$ cat config.mk
export PLATFORM = sky130hd
export DESIGN_NAME = led_bank_scanner
export DESIGN_NICKNAME = d
export VERILOG_FILES = /design/src/rtl/led_pkg.sv /design/src/rtl/led_bank_scanner_tick_gen.sv /design/src/rtl/led_bank_scanner.sv
export SDC_FILE = /design/constraint.sdc
export NUM_CORES = 1
export LEC_CHECK = 0
export CAP_MARGIN = 15
export CELL_PAD_IN_SITES_DETAIL_PLACEMENT = 1
export CELL_PAD_IN_SITES_GLOBAL_PLACEMENT = 2
export CORE_MARGIN = 5
export CORE_UTILIZATION = 33
export DETAILED_ROUTE_END_ITERATION = 10
export PLACE_DENSITY_LB_ADDON = 0.12
export SETUP_SLACK_MARGIN = 0.4
export SYNTH_ARGS = -nofsm -noshare
export SYNTH_HDL_FRONTEND = slang
export SYNTH_SLANG_ARGS = --single-unit
$ cat constraint.sdc
create_clock -name clk -period 4.5 [get_ports clk]
set_clock_uncertainty 0.1 [all_clocks]
set_input_delay 1.35 -clock clk [delete_from_list [all_inputs] [get_ports clk]]
set_output_delay 1.35 -clock clk [all_outputs]
set_load 0.01 [all_outputs]
$ cat src/rtl/led_pkg.sv
// Shared definitions for the LED bank scanner.
// Holds the default parameter values and the active-low one-hot digit decode
// used to drive the anode enables.
package led_pkg;

   localparam int DEF_NBANKS   = 2;
   localparam int DEF_DIGITS   = 4;
   localparam int DEF_W        = 8;
   localparam int DEF_DWELL    = 100_000_000;
   localparam int DEF_SCAN_DIV = 100_000;

   // One bit of an active-low one-hot decode: bit 'pos' is low only when
   // it is the selected digit 'idx'.
   function automatic logic onehot_n_bit(input int idx, input int pos);
      return (idx != pos);
   endfunction

endpackage

$ cat src/rtl/led_bank_scanner_tick_gen.sv
// tick_gen: modulo-PERIOD cycle counter producing a one-cycle strobe.
// Ports:
//   clk   - clock, rising edge
//   rst_n - asynchronous active-low reset (clears the count)
//   en    - count enable; the count freezes while low
//   clr   - synchronous clear, overrides en
//   tick  - high during the cycle in which the count is PERIOD-1 and en=1
module tick_gen
   import led_pkg::*;
#(
   parameter int PERIOD = DEF_SCAN_DIV
)(
   input  logic clk,
   input  logic rst_n,
   input  logic en,
   input  logic clr,
   output logic tick
);

   localparam int CW = $clog2(PERIOD);
   localparam logic [CW-1:0] LAST = CW'(PERIOD - 1);

   logic [CW-1:0] r_cnt;

   // Strobe is decoded from the count so the consumer acts on the same edge
   // the counter wraps; it only feeds registers in the parent.
   assign tick = en & ~clr & (r_cnt == LAST);

   // Cycle counter: clears on clr, wraps at PERIOD-1, holds while disabled.
   always_ff @(posedge clk or negedge rst_n) begin
      if (!rst_n) begin
         r_cnt <= {CW{1'b0}};
      end else if (clr) begin
         r_cnt <= {CW{1'b0}};
      end else if (en) begin
         r_cnt <= tick ? {CW{1'b0}} : r_cnt + CW'(1);
      end else begin
         r_cnt <= r_cnt;
      end
   end

endmodule

$ cat src/rtl/led_bank_scanner.sv
// led_bank_scanner: selects one of NBANKS digit banks (manually or by timed
// auto rotation) and multiplexes its digits onto a shared segment bus.
// Ports:
//   clk, rst_n - clock and asynchronous active-low reset (pre-synchronised)
//   in_data    - all banks; bank b digit d at [(b*DIGITS+d)*W +: W]
//   mode       - 0 manual (sel), 1 auto rotation every DWELL cycles
//   sel        - manual bank index; out-of-range values are ignored
//   hold       - freezes auto rotation
//   bank_idx   - displayed bank
//   out_data   - registered digit patterns of the displayed bank
//   seg, an    - scanned digit pattern and active-low digit enable
//   bank_wrap  - one-cycle pulse when rotation wraps to bank 0
module led_bank_scanner
   import led_pkg::*;
#(
   parameter int NBANKS   = DEF_NBANKS,
   parameter int DIGITS   = DEF_DIGITS,
   parameter int W        = DEF_W,
   parameter int DWELL    = DEF_DWELL,
   parameter int SCAN_DIV = DEF_SCAN_DIV,
   localparam int BW      = (NBANKS > 1) ? $clog2(NBANKS) : 1
)(
   input  logic                        clk,
   input  logic                        rst_n,
   input  logic [NBANKS*DIGITS*W-1:0]  in_data,
   input  logic                        mode,
   input  logic [BW-1:0]               sel,
   input  logic                        hold,
   output logic [BW-1:0]               bank_idx,
   output logic [DIGITS*W-1:0]         out_data,
   output logic [W-1:0]                seg,
   output logic [DIGITS-1:0]           an,
   output logic                        bank_wrap
);

   localparam int DW = (DIGITS > 1) ? $clog2(DIGITS) : 1;
   localparam logic [BW:0]   NB_L       = (BW + 1)'(NBANKS);
   localparam logic [BW-1:0] LAST_BANK  = BW'(NBANKS - 1);
   localparam logic [DW-1:0] LAST_DIGIT = DW'(DIGITS - 1);

   logic [BW-1:0]       r_bank;
   logic                r_wrap;
   logic [DIGITS*W-1:0] r_out;
   logic [W-1:0]        r_seg;
   logic [DIGITS-1:0]   r_an;
   logic [DW-1:0]       r_digit;

   logic                w_dwell_en;
   logic                w_dwell_clr;
   logic                w_dwell_tick;
   logic                w_scan_tick;
   logic                w_sel_ok;
   logic [DIGITS-1:0]   w_an_next;
   logic [DIGITS*W-1:0] w_bank_slice [NBANKS];
   logic [W-1:0]        w_digit_pat  [DIGITS];

   // Dwell counter only runs in auto mode and is parked at 0 in manual mode,
   // so entering auto always starts a full dwell period.
   assign w_dwell_en  = mode & ~hold;
   assign w_dwell_clr = ~mode;
   assign w_sel_ok    = ({1'b0, sel} < NB_L);

   tick_gen #(.PERIOD(DWELL)) u_dwell (
      .clk   (clk),
      .rst_n (rst_n),
      .en    (w_dwell_en),
      .clr   (w_dwell_clr),
      .tick  (w_dwell_tick)
   );

   tick_gen #(.PERIOD(SCAN_DIV)) u_scan (
      .clk   (clk),
      .rst_n (rst_n),
      .en    (1'b1),
      .clr   (1'b0),
      .tick  (w_scan_tick)
   );

   for (genvar b = 0; b < NBANKS; b++) begin : g_bank
      assign w_bank_slice[b] = in_data[b*DIGITS*W +: DIGITS*W];
   end

   for (genvar d = 0; d < DIGITS; d++) begin : g_digit
      assign w_digit_pat[d] = r_out[d*W +: W];
   end

   // Active-low one-hot decode of the current scan digit.
   always_comb begin
      w_an_next = {DIGITS{1'b1}};
      for (int i = 0; i < DIGITS; i++) begin
         w_an_next[i] = onehot_n_bit(32'(r_digit), i);
      end
   end

   // Bank selection: manual load of in-range sel, or auto advance on dwell tick.
   always_ff @(posedge clk or negedge rst_n) begin
      if (!rst_n) begin
         r_bank <= {BW{1'b0}};
         r_wrap <= 1'b0;
      end else begin
         r_wrap <= 1'b0;
         if (!mode) begin
            r_bank <= w_sel_ok ? sel : r_bank;
         end else if (w_dwell_tick) begin
            if (r_bank == LAST_BANK) begin
               r_bank <= {BW{1'b0}};
               r_wrap <= 1'b1;
            end else begin
               r_bank <= r_bank + BW'(1);
            end
         end else begin
            r_bank <= r_bank;
         end
      end
   end

   // Digit scan index advances once per scan slot and wraps after the last digit.
   always_ff @(posedge clk or negedge rst_n) begin
      if (!rst_n) begin
         r_digit <= {DW{1'b0}};
      end else if (w_scan_tick) begin
         r_digit <= (r_digit == LAST_DIGIT) ? {DW{1'b0}} : r_digit + DW'(1);
      end else begin
         r_digit <= r_digit;
      end
   end

   // Output registers: bank data, scanned segment pattern and anode enables.
   always_ff @(posedge clk or negedge rst_n) begin
      if (!rst_n) begin
         r_out <= {(DIGITS*W){1'b0}};
         r_seg <= {W{1'b0}};
         r_an  <= {DIGITS{1'b1}};
      end else begin
         r_out <= w_bank_slice[r_bank];
         r_seg <= w_digit_pat[r_digit];
         r_an  <= w_an_next;
      end
   end

   assign bank_idx  = r_bank;
   assign bank_wrap = r_wrap;
   assign out_data  = r_out;
   assign seg       = r_seg;
   assign an        = r_an;

endmodule

==> impl_metrics.toml <==
[worst_setup_path]
cp.depth = 6
critPathKind = "input port to flip-flop"
start_kind = "input port"
required_ns = 4.62
cpPeakStageDelay_ns = 0.68
worstSetupEndpointType = "flip-flop"
crit_family = "buffers and inverters"
cp_slowest_cell = "clkdlybuf4s50_1"
crit_chain = "clkdlybuf4s50_1 -> nor4bb_1 -> nand4_1 -> o21ai_1 -> buf_4 -> a21oi_1"
cp_num_buf_inv = 2
reg2reg_depth = 5
critical_path_arrival_ns = 3.42
r2r_slack_ns = 2.12
cp_max_fo = 16

[yosys]
synth_area_leaders = "dfrtp_1 52%, mux2_2 8.8%, mux4_2 4.3%"
synth_edf_count = 0
syn_nets = 429
syn_area_per_cell_um2 = 11.9
yosys_warnings = 0
ys_ff_latch = 92
synth_top_area_cell = "dfrtp_1"
syn-cell-area_um2 = 4220
synthFlopType = "dfrtp_1"
synthArstFlopShare_pct = 100
synth.yosys.seq_area_share_pct = 54.7
synth_cell_types = 47
yosysMostFrequentCell = "dfrtp_1"
synth_common_cells = "88 x dfrtp_1, 33 x mux2_2, 25 x nor2_1, 21 x nand2_1, 16 x nand3_1"
synthCells = 354
synth_top_area_share_pct = 52.2

[floorplanning]
start_util_pct = 33.6
io_pins = 115
core_um2 = 12600
die_w_um = 123
dieArea_um2 = 15100
row_count = 41
die-height_um = 123

[clock_tree]
cts_sinks = 92
htree_levels = 3
postCtsSetupRepairBufs = 0
clk_pin_slew_ns = 0.06
ctsLongestPathBuffers = 2
clk_latency_ns = 0.35
cts_root_buffer = "clkbuf_16"
cts_resized = 0
cts_tree = "done"
cts_buffers = 9
holdBufCountCts = 0

[routing]
drt.antenna.violating_nets = 0
viasPerCell = 4.99
route.vias.total = 3230
wl_per_cell_um = 18.9
drt_iter0_markers = 106
drcViolationCount = 0
dr.pass1.iters = 4
drt-total-wl_um = 12200

[timing]
fmax_mhz = 304
max-slew-margin-rel_pct = 46.9
tightest_slew_ns = 0.794
hold_slack_ns = 0.384
finalCritPeriodShare_pct = 73.2
setup_tns_ns = 0
finalSetupViolCount = 0
rsz0062_at_grt = "no"
slew_violations = 0
hold_viol_final = 0
fin_crit_ns = 3.29
setup_slack_ns = 1.21

[global_routing]
grt_pass1_wl_um = 19400
grt_pass1_vias = 3502
grt.busiest_layer = "met2"
antenna_found_initial = 0
grt_max_degree = 54
grt_use_total_pct = 16.8
overflow = 0
grt_util_met3_pct = 5.31
grtUsageMet1_pct = 21.1
use_met2_pct = 27.8

[job]
max-cap-violations = 0

[pwr]
power.leakage_nw = 2.31
peakVddDrop_mv = 0.193
power.total_mw = 1.94
power_density_nw_per_um2 = 332

[placed_design]
hpwl_um = 9180
placedCellCount = 631
postPlaceCellArea_um2 = 5550
gp_routability_congestion = 0.790
port_buffers = 114
dpl_worst_slack_ns = 0.801

[hold_path]
whs_path_depth = 1
hp-class = "flip-flop to flip-flop"

[cells_and_area]
postLayoutCoreUtil_pct = 46.7
drive_gt1_share_pct = 16.0
finalNetCount = 545
n_antenna_cell = 0
stdcell_count = 647
finalInstanceArea_um2 = 5860
area_growth_pct = 39.0

[run_status]
status = "complete, no violations"
## kinds of logic (layout without fill, tap and decap cells)
| kind of cell | after synthesis | in the layout | share of synthesized area (%) |
|---|---|---|---|
| DFF | 92 | 92 | 54.7 |
| adders and majority gates | 6 | 6 | 1.78 |
| muxes | 42 | 42 | 13.3 |
| and+or+nand+nor | 123 | 123 | 16.5 |
| AOI/OAI and AO/OA | 40 | 40 | 6.11 |
| buffers and inverters | 27 | 148 | 2.67 |
| xor gates and xnor gates | 24 | 24 | 4.98 |
## layout make-up
cell class / instances / area, um^2
inverter: 13 / 48.8
clock inverter: 6 / 87.6
multi-input combinational: 235 / 1800
fill: 1326 / 6710
clock buffer: 10 / 229
sequential: 92 / 2310
tap: 172 / 215
timing repair buffer: 119 / 1180
## final timing paths
kind | start | endpoint
max reg2reg | u_scan.r_cnt[0]$_DFF_PN0_ | r_digit[1]$_DFFE_PN0N_
min | u_scan.r_cnt[0]$_DFF_PN0_ | u_scan.r_cnt[0]$_DFF_PN0_
max | hold | u_dwell.r_cnt[26]$_DFFE_PN0P_
max in group asynchronous | rst_n | u_dwell.r_cnt[4]$_DFFE_PN0P_
min reg2reg | u_scan.r_cnt[0]$_DFF_PN0_ | u_scan.r_cnt[0]$_DFF_PN0_
min in group asynchronous | rst_n | r_digit[0]$_DFFE_PN0N_
## power breakdown
part | switching (mW) | internal (mW) | leakage (nW)
Clock | 0.327 | 0.488 | 0.157
Combinational | 0.0961 | 0.151 | 0.993
Sequential | 0.0196 | 0.863 | 1.16
## state kept, by name (all words and copies together) (netlist names)
name           flops
bank_wrap          1
u_dwell.r_cnt     27
seg                8
an                 4
r_digit            2
out_data          32
bank_idx           1
u_scan.r_cnt      17
## placed cells by master (no fill, tap or decap), types with 4 or more instances in the layout
cell type	Yosys	routed
xnor2_1	13	13
nand2_1	21	21
and4_1	5	5
nand3_1	16	16
or4_1	12	12
dfrtp_1	88	88
ha_1	6	6
nor3_1	4	4
buf_4	0	6
a21oi_1	12	12
mux2_2	33	33
clkbuf_16	0	9
clkdlybuf4s50_1	0	113
and3_1	4	4
inv_1	13	13
nor2_1	25	25
o31ai_1	8	8
a31oi_1	4	4
o21ai_0	5	5
dfstp_2	4	4
nand4_1	12	12
mux4_2	8	8
nor4_1	4	4
xor2_1	11	11
## layer usage
layer / up-vias / part of all wire, %
li1: 1519 / -
met1: 1614 / 43
met2: 85 / 48
met3: 12 / 7.0
met4: 0 / 1.4
met5: - / 0
(Power assumes the default switching activity.)
